**src/rtl/sar_search_4bit.sv**
```systemverilog
// sar_search_4bit: successive-approximation (binary) search driven by an
// external magnitude comparator (e: probe==target, g: probe>target,
// l: probe<target). Build option SAR_ONEHOT_CHECK_EN turns any sampled
// e/g/l that is not one-hot into a terminating error; without it the flags
// are resolved with priority e > g > l and all-zero is a stall evaluation.
module sar_search_4bit #(
   parameter int WIDTH  = 4,
   parameter int SETTLE = 0
) (
   input  logic             clk,
   input  logic             rst,
   input  logic             start,
   input  logic             e,
   input  logic             g,
   input  logic             l,
   output logic [WIDTH-1:0] probe,
   output logic             busy,
   output logic             done,
   output logic             found,
   output logic [WIDTH-1:0] result,
   output logic             err
);

   typedef enum logic {
      S_IDLE,
      S_SEARCH
   } state_t;

   localparam logic [WIDTH-1:0] LP_MID    = {1'b0, {(WIDTH-1){1'b1}}};
   localparam logic [WIDTH-1:0] LP_ONE_W  = WIDTH'(1);
   localparam logic [WIDTH:0]   LP_ONE_X  = (WIDTH+1)'(1);
   localparam logic [2:0]       LP_SETTLE = 3'(SETTLE);
   // evaluation index (0-based) of the last permitted evaluation
   localparam logic [3:0]       LP_LAST   = 4'(WIDTH);

   state_t           r_state;
   logic [WIDTH-1:0] r_lo;
   logic [WIDTH-1:0] r_hi;
   logic [WIDTH-1:0] r_probe;
   logic [WIDTH-1:0] r_result;
   logic [2:0]       r_settle;
   logic [3:0]       r_evals;
   logic             r_busy;
   logic             r_done;
   logic             r_found;
   logic             r_err;

   logic             w_eval;
   logic             w_at_lo;
   logic             w_at_hi;
   logic             w_last;
   logic [WIDTH:0]   w_sum_dn;
   logic [WIDTH:0]   w_sum_up;
   logic             w_term;
   logic             w_term_err;
   logic             w_hit;
   logic             w_go_dn;
   logic             w_go_up;

   assign w_eval   = (r_state == S_SEARCH) && (r_settle == LP_SETTLE);
   assign w_at_lo  = (r_probe == r_lo);
   assign w_at_hi  = (r_probe == r_hi);
   assign w_last   = (r_evals == LP_LAST);
   // sums kept one bit wider so the midpoint never wraps
   assign w_sum_dn = {1'b0, r_lo} + {1'b0, r_probe} - LP_ONE_X;
   assign w_sum_up = {1'b0, r_probe} + LP_ONE_X + {1'b0, r_hi};

   // Decode the outcome of the current evaluation (all zero when not evaluating)
   always_comb begin
      w_term     = 1'b0;
      w_term_err = 1'b0;
      w_hit      = 1'b0;
      w_go_dn    = 1'b0;
      w_go_up    = 1'b0;
      if (w_eval) begin
`ifdef SAR_ONEHOT_CHECK_EN
         if (!$onehot({e, g, l})) begin
            w_term     = 1'b1;
            w_term_err = 1'b1;
         end else
`endif
         if (e) begin
            w_term = 1'b1;
            w_hit  = 1'b1;
         end else if ((g && w_at_lo) || (l && w_at_hi)) begin
            // interval exhausted at its edge: stop cleanly, never wrap
            w_term = 1'b1;
         end else if (w_last) begin
            w_term     = 1'b1;
            w_term_err = 1'b1;
         end else if (g) begin
            w_go_dn = 1'b1;
         end else if (l) begin
            w_go_up = 1'b1;
         end
      end
   end

   // Search FSM with registered outputs
   always_ff @(posedge clk or posedge rst) begin
      if (rst) begin
         r_state  <= S_IDLE;
         r_lo     <= '0;
         r_hi     <= '1;
         r_probe  <= '0;
         r_result <= '0;
         r_settle <= '0;
         r_evals  <= '0;
         r_busy   <= 1'b0;
         r_done   <= 1'b0;
         r_found  <= 1'b0;
         r_err    <= 1'b0;
      end else begin
         r_done <= 1'b0;
         case (r_state)
            S_IDLE: begin
               if (start) begin
                  r_lo     <= '0;
                  r_hi     <= '1;
                  r_probe  <= LP_MID;
                  r_found  <= 1'b0;
                  r_err    <= 1'b0;
                  r_settle <= '0;
                  r_evals  <= '0;
                  r_busy   <= 1'b1;
                  r_state  <= S_SEARCH;
               end
            end
            S_SEARCH: begin
               if (!w_eval) begin
                  r_settle <= r_settle + 3'd1;
               end else begin
                  // every evaluation restarts the settle wait, stalls included
                  r_settle <= '0;
                  r_evals  <= r_evals + 4'd1;
                  if (w_term) begin
                     r_done  <= 1'b1;
                     r_busy  <= 1'b0;
                     r_err   <= w_term_err;
                     r_found <= w_hit;
                     r_state <= S_IDLE;
                     if (w_hit) begin
                        r_result <= r_probe;
                     end
                  end else if (w_go_dn) begin
                     r_hi    <= r_probe - LP_ONE_W;
                     r_probe <= w_sum_dn[WIDTH:1];
                  end else if (w_go_up) begin
                     r_lo    <= r_probe + LP_ONE_W;
                     r_probe <= w_sum_up[WIDTH:1];
                  end
               end
            end
            default: r_state <= S_IDLE;
         endcase
      end
   end

   assign probe  = r_probe;
   assign busy   = r_busy;
   assign done   = r_done;
   assign found  = r_found;
   assign result = r_result;
   assign err    = r_err;

endmodule

```
**config.mk**
```make
export PLATFORM = sky130hd
export DESIGN_NAME = sar_search_4bit
export DESIGN_NICKNAME = d
export VERILOG_FILES = /design/src/rtl/sar_search_4bit.sv
export SDC_FILE = /design/constraint.sdc
export NUM_CORES = 1
export LEC_CHECK = 0
export BUFFER_PORTS_ARGS = -buffer_cell sky130_fd_sc_hd__buf_2
export CAP_MARGIN = 25
export CORE_ASPECT_RATIO = 0.8
export CORE_MARGIN = 3
export CORE_UTILIZATION = 55
export DETAILED_ROUTE_END_ITERATION = 10
export PLACE_DENSITY = 0.8
export SETUP_SLACK_MARGIN = 0.2
export SLEW_MARGIN = 20
export SYNTH_ARGS = -nofsm -noshare
export SYNTH_HDL_FRONTEND = slang
export SYNTH_SLANG_ARGS = --single-unit
```
**constraint.sdc**
```tcl
create_clock -name clk -period 2.8 [get_ports clk]
set_input_delay 0.56 -clock clk [delete_from_list [all_inputs] [get_ports clk]]
set_output_delay 0.56 -clock clk [all_outputs]
set_load 0.01 [all_outputs]
```
# Word-level counts from Yosys, hierarchy flattened
# Cells that the tools add are included.
dict set report totals {
  reg_bits 28
  latchBits 0
  ramBits 0
  romBits 0
  out_inout_bits 12
  mem_count 0
}
dict set report classes {
  addsub 8
  mul 0
  n_div 0
  magnitude_cmp 0
  n_eq_ne 11
  n_shift 0
  mux 59
  n_bitwise 1
  n_reduce_logical 11
}
# cell count
set op_table {}
lappend op_table {{4-bit two-way mux} 15}
lappend op_table {{1-bit two-way mux} 33}
lappend op_table {{4-bit one-hot mux with 2 select lines} 4}
lappend op_table {{4-bit AND reduction} 3}
lappend op_table {{4-bit by 1-bit adder with 4-bit output, second input constant} 2}
lappend op_table {{4-bit equality test} 2}
lappend op_table {{2-bit by 1-bit inequality test with 1-bit output, second input constant} 4}
lappend op_table {{1-bit one-hot mux with 2 select lines} 4}
lappend op_table {{3-bit two-way mux} 2}
lappend op_table {{2-bit inequality test, second input constant} 3}
lappend op_table {{3-bit one-hot mux with 2 select lines} 1}
lappend op_table {{4-bit by 1-bit adder with 5-bit output, second input constant} 1}
lappend op_table {{4-bit by 4-bit adder with 5-bit output} 1}
lappend op_table {{5-bit by 4-bit adder with 5-bit output} 1}
lappend op_table {{5-bit AND reduction} 1}
lappend op_table {{5-bit by 1-bit subtractor with 5-bit output, second input constant} 1}
lappend op_table {{4-bit by 3-bit equality test with 1-bit output, second input constant} 1}
lappend op_table {{4-bit by 1-bit subtractor with 4-bit output, second input constant} 1}
lappend op_table {{3-bit by 1-bit adder with 3-bit output, second input constant} 1}
lappend op_table {{1-bit logical AND} 3}
lappend op_table {{3-bit zero test} 1}
lappend op_table {{3-bit by 1-bit inequality test with 1-bit output, second input constant} 1}
lappend op_table {{3-bit AND reduction} 1}
lappend op_table {{2-bit AND reduction} 1}
lappend op_table {{other kinds (2)} 2}

# Logic depth before layout (Yosys ltp)
# Gate-level depths: netlist of run 1.
dict set report logic_depth {
  depth_word 11
  mapped_depth 10
  depth_no_buf 9
}

# Worst setup path after synthesis of run 1
# Ideal clock, no wire load.
dict set report synth_timing {
  path_type {flip-flop to flip-flop}
  from {reg r_probe[2] (netlist: probe[2])}
  to {reg r_probe[1] (netlist: probe[1])}
  setup_ps 79
  arrival_time_ps 2192
  required_ps 2721
  slack_ps 528
  path_stages_with_launch 9
  path_cell_list {dfrtp_1 clkbuf_1 inv_1 ha_1 inv_1 and4_1 nor3_4 mux2_2 mux2i_1}
}
dict set report synth_via {
  elab_chain_cells 10
  elab_cells_between_ends 26
  cone_classes {4 x add/sub; 4 x eq/ne; 14 x mux; 4 x reduce/logical}
}
# element line_no
set synth_lines {}
lappend synth_lines {{start, declared} 39} ;# logic [WIDTH-1:0] r_probe;
lappend synth_lines {{start signal, assigned} 147} ;# r_probe <= w_sum_dn[WIDTH:1];
lappend synth_lines {{start signal, assigned} 150} ;# r_probe <= w_sum_up[WIDTH:1];
lappend synth_lines {{branches (longest 10 deep; another with 4-bit by 1-bit adder with 5-bit output)} n/a}
# Parallel ways; which one is timed is not known. The select of a mux whose other input is x is not followed.
# A chain may end at the register's enable or synchronous reset.

# Worst setup path after layout of run 1
# Same ends and word-level chain as after synthesis.

==> out/qor.csv, run 1 <==
stage,metric,value,unit
worst_setup_path,critPathLaunchType,flip-flop,
routing,drtPass1Iterations,4,
logic_synthesis,synth_area,1730,um2
logic_synthesis,syn-num-nets,199,
power_and_ir_drop,intPower,1.24,mW
logic_synthesis,syn_inst,174,
worst_setup_path,crit_chain,ha_1 > nor4_2 > a211o_4 > nor3_4 > mux2_2 > mux2i_1,
sta,max_slew_margin,57.3,%
logic_synthesis,synth_top_area_share,34.7,%
clock_network,clkTransAtPathRegs,0.09,ns
die,fp.dieH,56.2,um
routing,routed-wl-met2,1610,um
sta,setup_tns,0,ns
logic_synthesis,synth_top_area_cell,dfrtp_1,
routing,routed.top_layer,met4,
routing,wl_met1,1570,um
global_route,grtUsageTotal,19.1,%
logic_synthesis,synth_flop_cell,dfrtp_1,
power_and_ir_drop,p_leak,0.912,nW
routing,drt-total-wl,3390,um
clock_network,worstSkewPairLatency,0.27,ns
worst_setup_path,required,3.00,ns
sta,fin_crit,2.44,ns
die,coreArea,2870,um2
logic_synthesis,synth_seq_cells,28,
logic_synthesis,synth-async-reset-ratio,100,%
layout,syn_to_final_growth,11.5,%
placed_design,gp_congestion,0.976,
layout,layout_commonest_cell,inv_1,
global_route,first_global_vias,1234,
sta,fmax,410,MHz
logic_synthesis,synth_area_leaders,"dfrtp_1, ha_1, dfstp_2",
routing,drc,0,
clock_network,cts.sinks,28,
sta,finalClockSkew,0.00521,ns
sta,rsz0062_at_grt,no,
global_route,grt_max_degree,27,
power_and_ir_drop,power_density,1130,nW/um2
die,io_pins,18,
worst_setup_path,critPathKind,reg -> reg,
layout,finalNetCount,220,
clock_network,root_buffer,clkbuf_8,
power_and_ir_drop,vdd_drop_max,671,uV
clock_network,htree_num_levels,1,
logic_synthesis,synth_edf_count,0,
run_status,status,finished clean,
layout,antenna_cells,0,
clock_network,cts_buffers,3,
routing,dr_wl_met3,160,um
worst_setup_path,critPathSlowestCell,dfrtp_1,
worst_setup_path,cp.arrival,2.64,ns
placed_design,io_buffer_count,17,
sta,tightest_slew,0.636,ns
routing,post_drt_wl_per_cell,14.6,um
routing,ant_nets,0,
routing,drt_iter0_markers,37,
logic_synthesis,synth_warnings,0,
sta,setup_ws,0.362,ns
sta,drv_slew,0,
worst_setup_path,worst_path_largest_cell_delay,0.49,ns
run,drv_cap,0,
clock_network,ctsResizeCount,0,
global_route,gr-total-overflow,0,
logic_synthesis,yosysSeqAreaShare,40.8,%
power_and_ir_drop,switchingPower,941,uW
die,initial_utilization,60.2,%
worst_setup_path,endpoint_kind,flip-flop,
routing,vias_per_cell,5.51,
sta,finalSetupViolations,0,
worst_setup_path,cp_max_fo,10,
power_and_ir_drop,p_clk_share,11.4,%
worst_setup_path,path_delay_family,simple AND/OR/NAND/NOR gates,
clock_network,clock_path_buffers,2,
layout,final_cell_mix,"inv_1, dfrtp_1, ha_1, buf_2, nand2_1",
clock_network,cts_tree,yes,
power_and_ir_drop,p_sw_share,43.1,%
logic_synthesis,yosysUniqueCellTypes,39,
worst_hold_path,hold_class,in -> async,
layout,drive_gt1_share,19.1,%
worst_setup_path,critical_path_buf_inv_count,0,
global_route,grt_pass1_wl,5620,um
sta,hold_viol_final,0,
placed_design,place_ws,0.427,ns
power_and_ir_drop,pwr-share-comb,55.8,%
global_route,antenna_found_initial,0,
die,rows,17,
die,die_width,68.7,um
placed_design,place_hpwl,2590,um
power_and_ir_drop,seq_power_share,32.9,%
die,die_area,3860,um2
routing,vias,1278,
sta,fin_crit_sh,87.1,%
logic_synthesis,avgSynthCellArea,9.94,um2
clock_network,postCtsHoldBufs,0,
clock_network,post-cts-setup-buffers,0,
## synthesized netlist by cell type, types with 3 or more instances
| cell | count |
|---|---|
| xnor2_1 | 4 |
| dfrtp_1 | 24 |
| inv_1 | 26 |
| mux2i_1 | 4 |
| a22o_1 | 4 |
| a21oi_1 | 7 |
| dfstp_2 | 4 |
| clkbuf_1 | 3 |
| nor3_1 | 6 |
| nor2_1 | 13 |
| xor2_1 | 6 |
| o21ai_0 | 8 |
| nand2_1 | 15 |
| ha_1 | 17 |
| a2bb2oi_1 | 3 |
## path summary, 6_finish.rpt
check | endpoint | depth (start not counted) | slack, ns | from
min in group clk | result[3] | 2 | 0.48 | result[3]
hold reg to reg | result[3] | 2 | 0.48 | result[3]
setup / recovery | probe[1] | 6 | 0.36 | probe[2]
max in group asynchronous | r_hi[2] | 3 | 2.01 | rst
hold / removal | r_lo[0] | 2 | 0.28 | rst
setup reg to reg | probe[1] | 6 | 0.36 | probe[2]
## sequential cells by signal, summed over array words and instances, names as in the netlist
register  cells
probe         4
r_evals       4
found         1
result        4
done          1
err           1
r_lo          4
r_state       1
busy          1
r_settle      3
r_hi          4
## metrics by stage
stage | hold WS [ns] | area [um2] | total power, mW | util (%) | cells
6_report | 0.278 | 1930 | 2.19 | 67.1 | 232
5_1_grt | 0.293 | 1930 | 2.40 | 67.1 | 232
4_1_cts | 0.489 | 1910 | 2.19 | 66.6 | 231
3_5_place_dp | 0.466 | 1860 | 1.92 | 64.7 | 227
3_3_place_gp | 0.458 | 1860 | 1.88 | 64.7 | 227
2_1_floorplan | 0.466 | 1730 | 1.60 | - | 174
## area by class of cell
cell class                      count  area, um2
Fill cell                         223        943
Sequential cell                    28        706
Clock buffer                        4       55.1
Timing Repair Buffer               20        115
Inverter                           26       97.6
Tap cell                           38       47.5
Multi-Input combinational cell    116        907
## layer usage
metal  global-route usage [%]  up-vias
met5                        0        -
li1                         -      631
met1                     25.4      619
met3                     5.45        4
met4                     3.61        0
met2                     30.7       24
## power by group through the flow
| stage | Sequential [mW] | Combinational, mW | Clock [mW] |
|---|---|---|---|
| after detailed placement | 0.726 | 1.20 | 0 |
| after floorplan | 0.714 | 0.889 | 0 |
| after global routing | 0.746 | 1.38 | 0.276 |
| after global placement | 0.713 | 1.17 | 0 |
| final | 0.719 | 1.22 | 0.248 |
| after CTS | 0.717 | 1.22 | 0.257 |
## cell families after synthesis
logic type / Yosys count / share of synthesized area [%]
AND/OR/NAND/NOR: 49 / 16.3
AO/OA/AOI/OAI: 33 / 13.5
buffers and inverters: 30 / 6.73
flip-flops: 28 / 40.8
adder cells (fa/ha/maj): 19 / 14.6
XOR/XNOR: 10 / 5.06
multiplexers: 5 / 2.97
No activity file was read; power rests on OpenSTA's default activity.
==> run 2: changes to the inputs <==
--- a/config.mk
+++ b/config.mk
@@ -7,7 +7,6 @@
 export LEC_CHECK = 0
 export BUFFER_PORTS_ARGS = -buffer_cell sky130_fd_sc_hd__buf_2
 export CAP_MARGIN = 25
-export CORE_ASPECT_RATIO = 0.8
 export CORE_MARGIN = 3
 export CORE_UTILIZATION = 55
 export DETAILED_ROUTE_END_ITERATION = 10
==> run 2 against run 1 <==
- wire length down 0.62%
- clock skew up 0.0039 ns
- non-clock buffer count stayed put
- sequential power shrank 1%
- fmax is 0.94% higher
- count of clock-buffer cells in the layout decreased by 1
- global-route usage increased by 1.6 points
- sequential cell count unchanged
- critical path type unchanged
- highest routed layer unchanged
==> out/qor.csv, run 2 (synthesis gave the netlist of run 1 again) <==
stage,metric,value,unit,change
clock_network,postCtsHoldBufs,0,,unchanged
sta,rsz0062_at_grt,no,,
power_and_ir_drop,pwr-share-comb,54.7,%,-1.1 points
power_and_ir_drop,intPower,1.26,mW,+0.93%
worst_setup_path,critPathLaunchType,flip-flop,,
worst_setup_path,cp.arrival,2.70,ns,+0.06 ns
worst_setup_path,worstReg2RegEnd,probe[1],,
routing,drtPass1Iterations,4,,unchanged
placed_design,place_inst,231,,+1.8%
die,die_area,3850,um2,-0.11%
die,rows,19,,+2
layout,finalNetCount,220,,unchanged
power_and_ir_drop,p_sw_share,42.4,%,-0.66 points
global_route,grt_pass1_wl,5890,um,+4.9%
sta,finalClockSkew,0.00909,ns,+0.00388 ns
sta,finalSetupViolations,0,,unchanged
die,die_width,62.1,um,-9.6%
power_and_ir_drop,vdd_drop_max,630,uV,-6.1%
die,fp.dieH,62.1,um,+11%
layout,final_cell_count_no_fill,236,,+1.7%
power_and_ir_drop,power_density,1120,nW/um2,-1.0%
power_and_ir_drop,switchingPower,925,uW,-1.8%
die,initial_utilization,60.1,%,-0.10 points
layout,drive_gt1_share,19.1,%,unchanged
clock_network,worstSkewPairLatency,0.34,ns,+0.07 ns
routing,vias,1263,,-1.2%
worst_setup_path,required,3.08,ns,+0.08 ns
placed_design,io_buffer_count,17,,unchanged
sta,max_slew_margin,69.7,%,+12 points
global_route,antenna_found_initial,0,,unchanged
placed_design,gp_congestion,0.849,,-13%
layout,fin_util,67.6,%,+0.41 points
sta,drv_slew,0,,unchanged
sta,setup_tns,0,ns,unchanged
power_and_ir_drop,p_clk_share,12.6,%,+1.2 points
clock_network,cts_buffers,3,,unchanged
global_route,grtUsageTotal,20.7,%,+1.6 points
layout,syn_to_final_growth,12.4,%,
die,io_pins,18,,unchanged
worst_setup_path,r2r_start,probe[2],,
die,coreArea,2880,um2,+0.17%
clock_network,post-cts-setup-buffers,0,,unchanged
routing,vias_per_cell,5.35,,-2.8%
worst_setup_path,worst-r2r-cell-count,6,,unchanged
routing,drc,0,,unchanged
clock_network,cts.sinks,28,,unchanged
global_route,gr-total-overflow,0,,unchanged
clock_network,ctsResizeCount,0,,unchanged
worst_setup_path,critPathKind,reg -> reg,,
sta,tightest_slew,0.454,ns,-0.183 ns
clock_network,clkTransAtPathRegs,0.16,ns,+0.07 ns
power_and_ir_drop,p_leak,0.916,nW,+0.49%
clock_network,cts_tree,yes,,
layout,final_cell_mix,"inv_1, dfrtp_1, ha_1, buf_2, nand2_1",,
sta,fmax,414,MHz,+0.94%
worst_hold_path,hold_class,in -> async,,
global_route,first_global_vias,1293,,+4.8%
sta,whs,0.0985,ns,-0.179 ns
placed_design,place_hpwl,2610,um,+0.70%
layout,layout_commonest_cell,inv_1,,
clock_network,htree_num_levels,1,,unchanged
worst_setup_path,reg2reg_slack,0.38,ns,+0.02 ns
worst_setup_path,cp_max_fo,10,,unchanged
power_and_ir_drop,seq_power_share,32.6,%,-0.3 points
global_route,grt_max_degree,28,,+3.7%
routing,drt_iter0_markers,59,,+59%
routing,post_drt_wl_per_cell,14.3,um,-2.3%
worst_setup_path,endpoint_kind,flip-flop,,
run_status,status,finished clean,,
clock_network,clock_path_buffers,2,,unchanged
run,drv_cap,0,,unchanged
clock_network,root_buffer,clkbuf_4,,
sta,fin_crit,2.42,ns,-0.0226 ns
sta,hold_viol_final,0,,unchanged
routing,ant_nets,0,,unchanged
layout,antenna_cells,0,,unchanged
routing,drt-total-wl,3360,um,-0.62%
sta,fin_crit_sh,86.3,%,-0.81 points
[run 2: cell types whose count changed in the layout (fill, tap and decap cells not counted), sizes merged]
cell    before  now
bufinv       0    1
clkbuf       4    3
[run 2: final cells by class]
| cell class | instances | area, um2 |
|---|---|---|
| multi-input combinational | 116 | 907 |
| tap | 42 | 52.6 |
| sequential | 28 | 706 |
| fill | 229 | 933 |
| timing repair buffer | 20 | 128 |
| inverter | 26 | 97.6 |
| clock buffer | 3 | 22.5 |
| clock inverter | 1 | 30.0 |
[run 2: how the worst max path moves through the flow]
| stage | from | endpoint | slack [ns] | cells past startpoint |
|---|---|---|---|---|
| global route | probe[2] | probe[1] | 0.24 | 6 |
| floorplan | probe[2] | probe[1] | 0.53 | 8 |
| finish | probe[2] | probe[1] | 0.38 | 6 |
| detailed placement | probe[2] | probe[1] | 0.42 | 6 |
| CTS | probe[2] | probe[1] | 0.38 | 6 |
| global placement | probe[2] | probe[1] | 0.51 | 6 |
[run 2: power groups by stage]
stage          Combinational [mW]  Sequential [mW]  Clock (mW)
2_1_floorplan               0.889            0.714           0
3_3_place_gp                 1.15            0.712           0
3_5_place_dp                 1.19            0.721           0
4_1_cts                      1.20            0.712       0.275
5_1_grt                      1.38            0.740       0.292
6_report                     1.19            0.711       0.276
[run 2: per-stage QoR]
step           instance area, um2  worst slack (ns)  power [mW]
2_1_floorplan                1730             0.528        1.60
3_3_place_gp                 1860             0.507        1.86
3_5_place_dp                 1860             0.422        1.91
4_1_cts                      1920             0.378        2.19
5_1_grt                      1940             0.236        2.41
6_report                     1940             0.384        2.18
[run 2: critical path: stages (launching register included)]
cell	delay, ns
dfrtp_1	0.51
ha_1	0.42
nor4_2	0.09
a211o_4	0.39
nor3_4	0.42
mux2_2	0.39
mux2i_1	0.14
[run 2: routing by layer]
metal  track usage [%]  wire length (um)  vias up
li1                  -                 -      631
met5                 0                 0        -
met1              27.5              1530      587
met4              7.58                75        0
met2              33.9              1600       36
met3              3.51               158        9
